<file path="src/rtl/parity_serial_tx_if.sv">
// Handshake and serial-line bundle between a word source and parity_serial_tx.
interface parity_serial_tx_if #(
    parameter int DATA_WIDTH = 4
);
    logic [DATA_WIDTH-1:0] data_in;
    logic                  load;
    logic                  ready;
    logic                  tx_out;
    logic                  parity_out;
    logic                  done;

    modport master (
        output data_in, load,
        input  ready, tx_out, parity_out, done
    );

    modport slave (
        input  data_in, load,
        output ready, tx_out, parity_out, done
    );
endinterface

</file>
<file path="src/rtl/parity_serial_tx.sv">
// Framed serial transmitter: start, data LSB first, parity, stop.
// Define PARITY_TX_ODD_EN for odd parity; even parity otherwise.
module parity_serial_tx #(
    parameter int DATA_WIDTH   = 4,
    parameter int CLKS_PER_BIT = 1
) (
    input  logic              clk,
    input  logic              reset,
    parity_serial_tx_if.slave bus
);
    localparam int TW = (CLKS_PER_BIT > 1) ? $clog2(CLKS_PER_BIT) : 1;
    localparam int CW = (DATA_WIDTH > 1) ? $clog2(DATA_WIDTH) : 1;
    localparam logic [TW-1:0] TIMER_LAST = TW'(CLKS_PER_BIT - 1);
    localparam logic [CW-1:0] BIT_LAST   = CW'(DATA_WIDTH - 1);

    typedef enum logic [2:0] {
        IDLE   = 3'd0,
        START  = 3'd1,
        DATA   = 3'd2,
        PARITY = 3'd3,
        STOP   = 3'd4
    } state_t;

    state_t                state;
    logic [TW-1:0]         timer;
    logic [CW-1:0]         bit_cnt;
    logic [DATA_WIDTH-1:0] shift;
    logic [DATA_WIDTH-1:0] shift_next;
    logic                  tx_q;
    logic                  ready_q;
    logic                  done_q;
    logic                  parity_q;
    logic                  parity_calc;
    logic                  bit_end;

`ifdef PARITY_TX_ODD_EN
    assign parity_calc = ~(^bus.data_in);
`else
    assign parity_calc = ^bus.data_in;
`endif

    assign bit_end    = (timer == TIMER_LAST);
    assign shift_next = shift >> 1;

    always_ff @(posedge clk or posedge reset) begin
        if (reset) begin
            state    <= IDLE;
            timer    <= '0;
            bit_cnt  <= '0;
            shift    <= '0;
            tx_q     <= 1'b1;
            ready_q  <= 1'b1;
            done_q   <= 1'b0;
            parity_q <= 1'b0;
        end else begin
            done_q <= 1'b0;
            case (state)
                IDLE: begin
                    if (bus.load) begin
                        shift    <= bus.data_in;
                        parity_q <= parity_calc;
                        tx_q     <= 1'b0;
                        ready_q  <= 1'b0;
                        timer    <= '0;
                        state    <= START;
                    end
                end
                START: begin
                    if (bit_end) begin
                        timer   <= '0;
                        bit_cnt <= '0;
                        tx_q    <= shift[0];
                        state   <= DATA;
                    end else begin
                        timer <= timer + TW'(1);
                    end
                end
                DATA: begin
                    if (bit_end) begin
                        timer <= '0;
                        shift <= shift_next;
                        if (bit_cnt == BIT_LAST) begin
                            tx_q  <= parity_q;
                            state <= PARITY;
                        end else begin
                            // Line presents the next bit as the register shifts.
                            bit_cnt <= bit_cnt + CW'(1);
                            tx_q    <= shift_next[0];
                        end
                    end else begin
                        timer <= timer + TW'(1);
                    end
                end
                PARITY: begin
                    if (bit_end) begin
                        timer <= '0;
                        tx_q  <= 1'b1;
                        state <= STOP;
                    end else begin
                        timer <= timer + TW'(1);
                    end
                end
                STOP: begin
                    if (bit_end) begin
                        timer   <= '0;
                        done_q  <= 1'b1;
                        ready_q <= 1'b1;
                        tx_q    <= 1'b1;
                        state   <= IDLE;
                    end else begin
                        timer <= timer + TW'(1);
                    end
                end
                default: begin
                    state   <= IDLE;
                    tx_q    <= 1'b1;
                    ready_q <= 1'b1;
                end
            endcase
        end
    end

    assign bus.tx_out     = tx_q;
    assign bus.ready      = ready_q;
    assign bus.done       = done_q;
    assign bus.parity_out = parity_q;
endmodule

</file>
<file path="src/flat_wrapper.sv">
// flat-port wrapper written by rule: the top's interface ports become plain ports
module parity_serial_tx_flat 
#(
    parameter int DATA_WIDTH   = 4,
    parameter int CLKS_PER_BIT = 1
)
  (clk, reset, bus_data_in, bus_load, bus_ready, bus_tx_out, bus_parity_out, bus_done);
  parity_serial_tx_if #(.DATA_WIDTH(DATA_WIDTH)) bus_i ();
  input  logic clk;
  input  logic reset;
  input wire logic [$bits(bus_i.data_in)-1:0] bus_data_in;
  input wire logic [$bits(bus_i.load)-1:0] bus_load;
  output wire logic [$bits(bus_i.ready)-1:0] bus_ready;
  output wire logic [$bits(bus_i.tx_out)-1:0] bus_tx_out;
  output wire logic [$bits(bus_i.parity_out)-1:0] bus_parity_out;
  output wire logic [$bits(bus_i.done)-1:0] bus_done;
  assign bus_i.data_in = bus_data_in;
  assign bus_i.load = bus_load;
  assign bus_ready = bus_i.ready;
  assign bus_tx_out = bus_i.tx_out;
  assign bus_parity_out = bus_i.parity_out;
  assign bus_done = bus_i.done;
  parity_serial_tx #(.DATA_WIDTH(DATA_WIDTH), .CLKS_PER_BIT(CLKS_PER_BIT)) u_core (.clk(clk), .reset(reset), .bus(bus_i));
endmodule
</file>
<file path="config.mk">
export PLATFORM = sky130hd
export DESIGN_NAME = parity_serial_tx_flat
export DESIGN_NICKNAME = d
export VERILOG_FILES = /design/src/rtl/parity_serial_tx_if.sv /design/src/rtl/parity_serial_tx.sv /design/src/flat_wrapper.sv
export SDC_FILE = /design/constraint.sdc
export NUM_CORES = 1
export LEC_CHECK = 0
export BUFFER_PORTS_ARGS = -buffer_cell sky130_fd_sc_hd__buf_4
export CAP_MARGIN = 20
export CORE_ASPECT_RATIO = 1.2
export CORE_UTILIZATION = 30
export CTS_CLUSTER_SIZE = 40
export DETAILED_ROUTE_END_ITERATION = 12
export PLACE_DENSITY_LB_ADDON = 0.15
export REMOVE_ABC_BUFFERS = 1
export SYNTH_ARGS = -nofsm -noshare
export SYNTH_HDL_FRONTEND = slang
export SYNTH_SLANG_ARGS = --single-unit
export TNS_END_PERCENT = 30
</file>
<file path="constraint.sdc">
create_clock -name clk -period 2 [get_ports clk]
set_input_delay 0.4 -clock clk [delete_from_list [all_inputs] [get_ports clk]]
set_output_delay 0.4 -clock clk [all_outputs]
set_load 0.1 [all_outputs]
</file>
==> flow_summary_export.csv, run 1 <==
group,metric,value,unit
setup_path,path_class,"flip-flop to output pin",
setup_path,critPathLaunchType,"flip-flop",
cells_and_area,ff_latch_area,328,um^2
yosys,synth_edf_count,0,
setup_path,worstPathCellList,"buf_4",
setup_path,worstSetupEndpointType,"output pin",
yosys,syn-cell-area,656,um^2
min_path,worstHoldPathType,"input port to async pin",
clocking,root_buffer,"clkbuf_4",
global_route,grt_pass1_wl,2120,um
routing,drc,0,
floorplan,die_x,44.7,um
routing,firstDrtPassIters,3,
cells_and_area,areaGrowthSynthToFinish,18.3,%
yosys,yosys.area_share.simple,15.3,%
timing,rsz0062_at_grt,"no",
power_and_ir_drop,seqPwrFrac,38.3,%
setup_path,critPathBufInv,1,
yosys,yosysSeqAreaShare,50.0,%
clocking,cts_buffer_depth,2,
power_and_ir_drop,p_per_area,1790,mW/mm^2
clocking,htreeDepth,1,
yosys,yosys_most_used_dff,"dfrtp_1",
setup_path,rr_worst_depth,3,
routing,drtAntennaViolNets,0,
yosys,async_reset_ff_share,100,%
timing,slew_headroom,66.3,%
floorplan,rows,18,
cells_and_area,fin_nets,81,
clocking,clk_latency,0.27,ns
power_and_ir_drop,ir_drop,0.000724,V
yosys,synth_cell_types,24,
timing,finalSetupTns,0,ns
routing,drt_iter0_drc,9,
clocking,path_clk_slew,0.08,ns
clocking,cts_resized,0,
routing,routedWlPerCell,11.2,um
timing,period_share,74.4,%
power_and_ir_drop,p_int,0.727,mW
floorplan,io_pins,11,
setup_path,cp.arrival,1.09,ns
global_route,grt_pass1_vias,474,
yosys,synth.largest_area_cell,"dfrtp_1",
global_route,grt-ovfl-total,0,
cells_and_area,multiInputGateArea,287,um^2
power_and_ir_drop,pwr-share-clk,11.4,%
yosys,synth_top_family_by_area,"simple AND/OR/NAND/NOR gates",
setup_path,cp_top_family,"flip-flops",
power_and_ir_drop,leakage,0.343,nW
timing,setup_violations,0,
floorplan,fp.dieArea,0.00238,mm^2
floorplan,die_height,53.2,um
setup_path,cp_slowest_cell,"dfstp_2",
timing,tightest_slew,0.503,ns
place,gp_congestion,0.684,
timing,final.min_clock_period,1.49,ns
yosys,synth_top_area_share,42.0,%
yosys,synth-compound-area-share,13.4,%
clocking,numCtsBuffers,3,
timing,hold_slack,0.147,ns
floorplan,core-area,0.00205,mm^2
routing,routed-via-count,461,
global_route,antenna_found_initial,0,
cells_and_area,n_fill_cell,219,
setup_path,crit_cells,1,
setup_path,critPathMaxFanout,2,
place,place_hpwl,857,um
cells_and_area,antenna_cells,0,
power_and_ir_drop,switching_power,0.662,mW
timing,max_freq,672,MHz
clocking,cts.sinks,13,
place,portBuffers,10,
cells_and_area,drive_above_1_share,26.4,%
yosys,yosysWarnings,0,
place,pre_cts_slack,0.523,ns
yosys,synthAdderAreaFrac,1.91,%
setup_path,cpPeakStageDelay,0.54,ns
setup_path,critical_path_required,1.60,ns
yosys,muxShareOfSynthArea,7.82,%
yosys,syn_avg_cell_area,10.9,um^2
global_route,grt_util_all_layers,13.1,%
yosys,synthCells,60,
run_status,status,"completed",
timing,hold_violations,0,
power_and_ir_drop,sw_frac_of_total,47.7,%
timing,slew_violations,0,
yosys,synth-seq-cells,13,
flow_run,cap_violations,0,
yosys,synth_xor_area_share,5.34,%
global_route,grt_max_degree,14,
floorplan,initial_core_util,32.0,%
timing,post-route-worst-setup-slack,0.512,ns
clocking,tritoncts,"built",
power_and_ir_drop,combPwrFrac,50.3,%
clocking,hold_buffers,0,
routing,finalWirelength,1150,um
routing,vias_per_cell,4.52,
yosys,ys_top_cells_by_area,"dfrtp_1 (42%), dfstp_2 (8.0%), mux2i_1 (6.1%)",
clocking,post_cts_buffers,0,
timing,clock-skew-final,0.00500,ns
cell usage after synthesis, drive strengths merged, types with 2 or more instances:
master and instances:
nor3 2, mux2i 4, inv 4, dfstp 2, dfrtp 11, xnor2 4, o21ai 5, nand2 4
buf 2, o2bb2ai 2, a22oi 2, nor2 7
power by group through the flow:
stage | clock (mW) | combinational, mW | sequential (mW)
final | 0.158 | 0.698 | 0.532
after global routing | 0.186 | 0.785 | 0.554
after CTS | 0.170 | 0.707 | 0.533
after detailed placement | 0 | 0.705 | 0.538
after global placement | 0 | 0.702 | 0.539
after floorplan | 0 | 0.330 | 0.743
path summary, 6_finish.rpt:
check | startpoint | endpoint | slack, ns
worst min register to register | u_core.shift[3] | u_core.shift[2] | 0.49
worst max register to register | u_core.state[1] | u_core.shift[0] | 0.51
worst max-delay path | u_core.bus.ready | bus_ready | 0.51
min in group clk | bus_data_in[3] | u_core.shift[3] | 0.38
worst min-delay path | reset | u_core.state[2] | 0.15
max in group asynchronous | reset | u_core.bus.tx_out | 1.49
metrics by stage:
stage | cell area [um^2] | cells | util [%] | power, mW
final | 776 | 102 | 37.9 | 1.39
after global routing | 776 | 102 | 37.9 | 1.52
after CTS | 776 | 102 | 37.9 | 1.41
after detailed placement | 749 | 98 | 36.6 | 1.24
after global placement | 749 | 98 | 36.6 | 1.24
after floorplan | 629 | 57 | - | 1.07
cell type report:
class / count / area share [%]
flip-flops and latches: 13 / 42.3
multi-input cells: 40 / 36.9
repair buffers: 11 / 10.6
well taps: 30 / 4.84
clock buffers: 4 / 3.39
inverters: 4 / 1.94
sequential cells by signal (all words and copies together) (netlist names):
signal and cells:
u_core.bit_cnt 2, u_core.bus.done 1, u_core.shift 4, u_core.bus.ready 1
u_core.bus.parity_out 1, u_core.bus.tx_out 1, u_core.state 3
metal layers:
metal / track usage (%) / wire length, um / up-vias / part of all wire (%)
li1: - / - / 231 / -
met1: 16.9 / 536 / 223 / 47
met2: 18.9 / 562 / 5 / 49
met3: 3.07 / 23 / 2 / 2.0
met4: 9.09 / 25 / 0 / 2.2
met5: 0 / 0 / - / 0
cells by family after synthesis:
| family | Yosys count |
|---|---|
| XOR/XNOR | 4 |
| AO/OA/AOI/OAI | 13 |
| buffers and inverters | 7 |
| flip-flops | 13 |
| AND/OR/NAND/NOR | 17 |
| multiplexers | 5 |
| adder cells (fa/ha/maj) | 1 |
cell usage in the layout (no fill, tap or decap), drive strengths merged, types with 2 or more instances in the layout:
cell type	instances
inv	4
o21ai	5
mux2i	4
nor2	7
buf	11
xnor2	4
nand2	4
dfstp	2
o2bb2ai	2
clkbuf	4
dfrtp	11
nor3	2
a22oi	2
Note: power is estimated with default switching activity, not from simulation.
==> run 2, diff against run 1 <==
--- a/config.mk
+++ b/config.mk
@@ -5,6 +5,7 @@
 export SDC_FILE = /design/constraint.sdc
 export NUM_CORES = 1
 export LEC_CHECK = 0
+export ABC_AREA = 1
 export BUFFER_PORTS_ARGS = -buffer_cell sky130_fd_sc_hd__buf_4
 export CAP_MARGIN = 20
 export CORE_ASPECT_RATIO = 1.2
==> constraint.sdc (replaced) <==
create_clock -name clk -period 1.55 [get_ports clk]
set_input_delay 0.31 -clock clk [delete_from_list [all_inputs] [get_ports clk]]
set_output_delay 0.31 -clock clk [all_outputs]
set_load 0.1 [all_outputs]
==> run 2 against run 1 <==
Area after synthesis grew 12%. Final area grew 12%. Cell count grew 38%. Combinational power grew 52%. Flip-flop and latch count unchanged. Critical path depth unchanged. Sequential power up 23%. Setup slack worse by 0.36 ns. Critical endpoint is now bus_tx_out. Largest cell class unchanged. Non-clock buffer count increased by 1. Routed wire length rose by 31%. Critical path type unchanged. Sequential share of layout area down 4.5 points. First-iteration DRC count up 11%.
==> flow_summary_export.csv, run 2 <==
group,metric,value,unit
run_status,status,"completed",
cells_and_area,drive_above_1_share,20.0,%
global_route,grt_max_degree,14,
power_and_ir_drop,p_per_area,2220,mW/mm^2
yosys,synth_cell_types,20,
flow_run,cap_violations,0,
setup_path,cpPeakStageDelay,0.54,ns
clocking,path_clk_slew,0.08,ns
cells_and_area,layout_commonest_cell,"nand2_1",
routing,routed-wl-met2,748,um
yosys,synth_common_cells,"nand2_1 (35), inv_1 (17), dfrtp_1 (11)",
setup_path,critPathBufInv,1,
yosys,synth_top_area_share,37.5,%
yosys,syn-cell-area,734,um^2
setup_path,critical_path_required,1.24,ns
timing,clock-skew-final,0.00626,ns
routing,drtAntennaViolNets,0,
power_and_ir_drop,ir_drop,0.00128,V
yosys,synth.largest_area_cell,"dfrtp_1",
routing,drt_iter0_drc,10,
setup_path,cp_slowest_cell,"dfstp_2",
yosys,yosysWarnings,0,
place,portBuffers,10,
global_route,antenna_found_initial,0,
yosys,synth_edf_count,0,
cells_and_area,ff_latch_area,328,um^2
setup_path,worstPathCellList,"buf_4",
clocking,cts_resized,0,
floorplan,die_x,47.2,um
global_route,grt_util_all_layers,14.2,%
timing,final.min_clock_period,1.40,ns
global_route,grt_pass1_vias,616,
cells_and_area,layout_common_cells,"nand2_1 (35), inv_1 (17), buf_4 (12)",
floorplan,fp.dieArea,0.00265,mm^2
setup_path,cp_top_family,"flip-flops",
setup_path,cp.arrival,1.09,ns
yosys,syn_avg_cell_area,7.65,um^2
timing,finalSetupTns,0,ns
clocking,tritoncts,"built",
clocking,clk_latency,0.27,ns
setup_path,r2r-start,"u_core.state[1]",
routing,firstDrtPassIters,4,
routing,drc,0,
timing,hold_violations,0,
cells_and_area,areaGrowthSynthToFinish,18.1,%
cells_and_area,regMostFlops,"u_core.shift",
routing,finalWirelength,1500,um
cells_and_area,multiInputGateArea,310,um^2
floorplan,core-area,0.00231,mm^2
place,pre_cts_slack,0.316,ns
timing,setup_violations,0,
cells_and_area,final_area,867,um^2
setup_path,critPathMaxFanout,2,
clocking,post_cts_buffers,0,
power_and_ir_drop,leakage,0.496,nW
yosys,yosys_most_used_dff,"dfrtp_1",
routing,wl_met1,700,um
setup_path,crit_path_start,"u_core.bus.tx_out",
floorplan,rows,19,
yosys,yosysSeqAreaShare,44.6,%
yosys,ys_top_cells_by_area,"dfrtp_1 (37%), nand2_1 (18%), inv_1 (8.7%)",
yosys,async_reset_ff_share,100,%
routing,vias_per_cell,4.35,
clocking,hold_buffers,0,
cells_and_area,reg_top3,"u_core.shift x4, u_core.state x3, u_core.bit_cnt x2",
cells_and_area,antenna_cells,0,
clocking,cts_buffer_depth,2,
timing,max_freq,713,MHz
clocking,cts.sinks,13,
floorplan,initial_core_util,31.9,%
place,gp_congestion,0.846,
timing,tightest_slew,0.491,ns
place,place_hpwl,1170,um
clocking,numCtsBuffers,3,
cells_and_area,fin_nets,119,
timing,hold_slack,0.0577,ns
min_path,worstHoldPathType,"input port to async pin",
floorplan,io_pins,11,
yosys,synth-seq-cells,13,
routing,wl_met3,37,um
setup_path,worstSetupEndpointType,"output pin",
timing,period_share,90.5,%
timing,post-route-worst-setup-slack,0.147,ns
setup_path,path_class,"flip-flop to output pin",
cells_and_area,largest_register_ffs,4,
routing,routedWlPerCell,10.6,um
cells_and_area,finish.utilization,37.6,%
global_route,grt-ovfl-total,0,
yosys,synth_most_common_cell,"nand2_1",
timing,slew_violations,0,
timing,rsz0062_at_grt,"no",
setup_path,critPathLaunchType,"flip-flop",
cells_and_area,n_fill_cell,254,
clocking,root_buffer,"clkbuf_4",
global_route,grt_pass1_wl,2590,um
routing,top_layer,"met4",
timing,slew_headroom,67.2,%
yosys,synthCells,96,
floorplan,die_height,56.2,um
clocking,htreeDepth,1,
place,placed_area,841,um^2
routing,routed-via-count,613,
-- run 2: power by group --
group	total (mW)	leakage, nW	switching [mW]	internal, mW
clock	0.207	0.0150	0.107	0.0995
combinational	1.06	0.321	0.733	0.327
sequential	0.657	0.161	0.148	0.509
total	1.92	0.496	0.988	0.936
-- run 2: metrics by stage --
stage	total power, mW	std cells
final	1.92	141
after global routing	2.10	141
after CTS	1.94	141
after detailed placement	1.72	137
after global placement	1.71	137
after floorplan	1.44	94
-- run 2: cell type report --
class	instances	area share, %
clock buffers	4	3.03
repair buffers	12	10.4
multi-input cells	62	35.8
well taps	31	4.47
inverters	19	8.51
flip-flops and latches	13	37.8
-- run 2: final timing paths --
kind,to,slack [ns],cells after the start
min,u_core.state[0],0.06,2
max reg2reg,u_core.bus.parity_out,0.31,5
min reg2reg,u_core.shift[2],0.48,2
max in group asynchronous,u_core.bus.ready,1.14,2
min in group clk,u_core.shift[3],0.38,3
max,bus_tx_out,0.15,1
-- run 2: worst register-to-register path, delay by kind of cell (launching register included) --
family | cells | cell delay (ns)
DFF | 1 | 0.59
buffers and inverters | 2 | 0.28
and+or+nand+nor | 3 | 0.28
-- run 2: cell families after synthesis --
group                      after synthesis  share of synthesized area [%]
AOI/OAI and AO/OA                        5                           5.79
adders and majority gates                1                           1.70
DFF                                     13                           44.6
buffers and inverters                   21                           13.1
and+or+nand+nor                         56                           34.8
-- run 2: routing by layer --
metal | global-route usage, % | vias up
li1 | - | 327
met1 | 18.3 | 270
met2 | 21.0 | 14
met3 | 3.90 | 2
met4 | 7.35 | 0
met5 | 0 | -
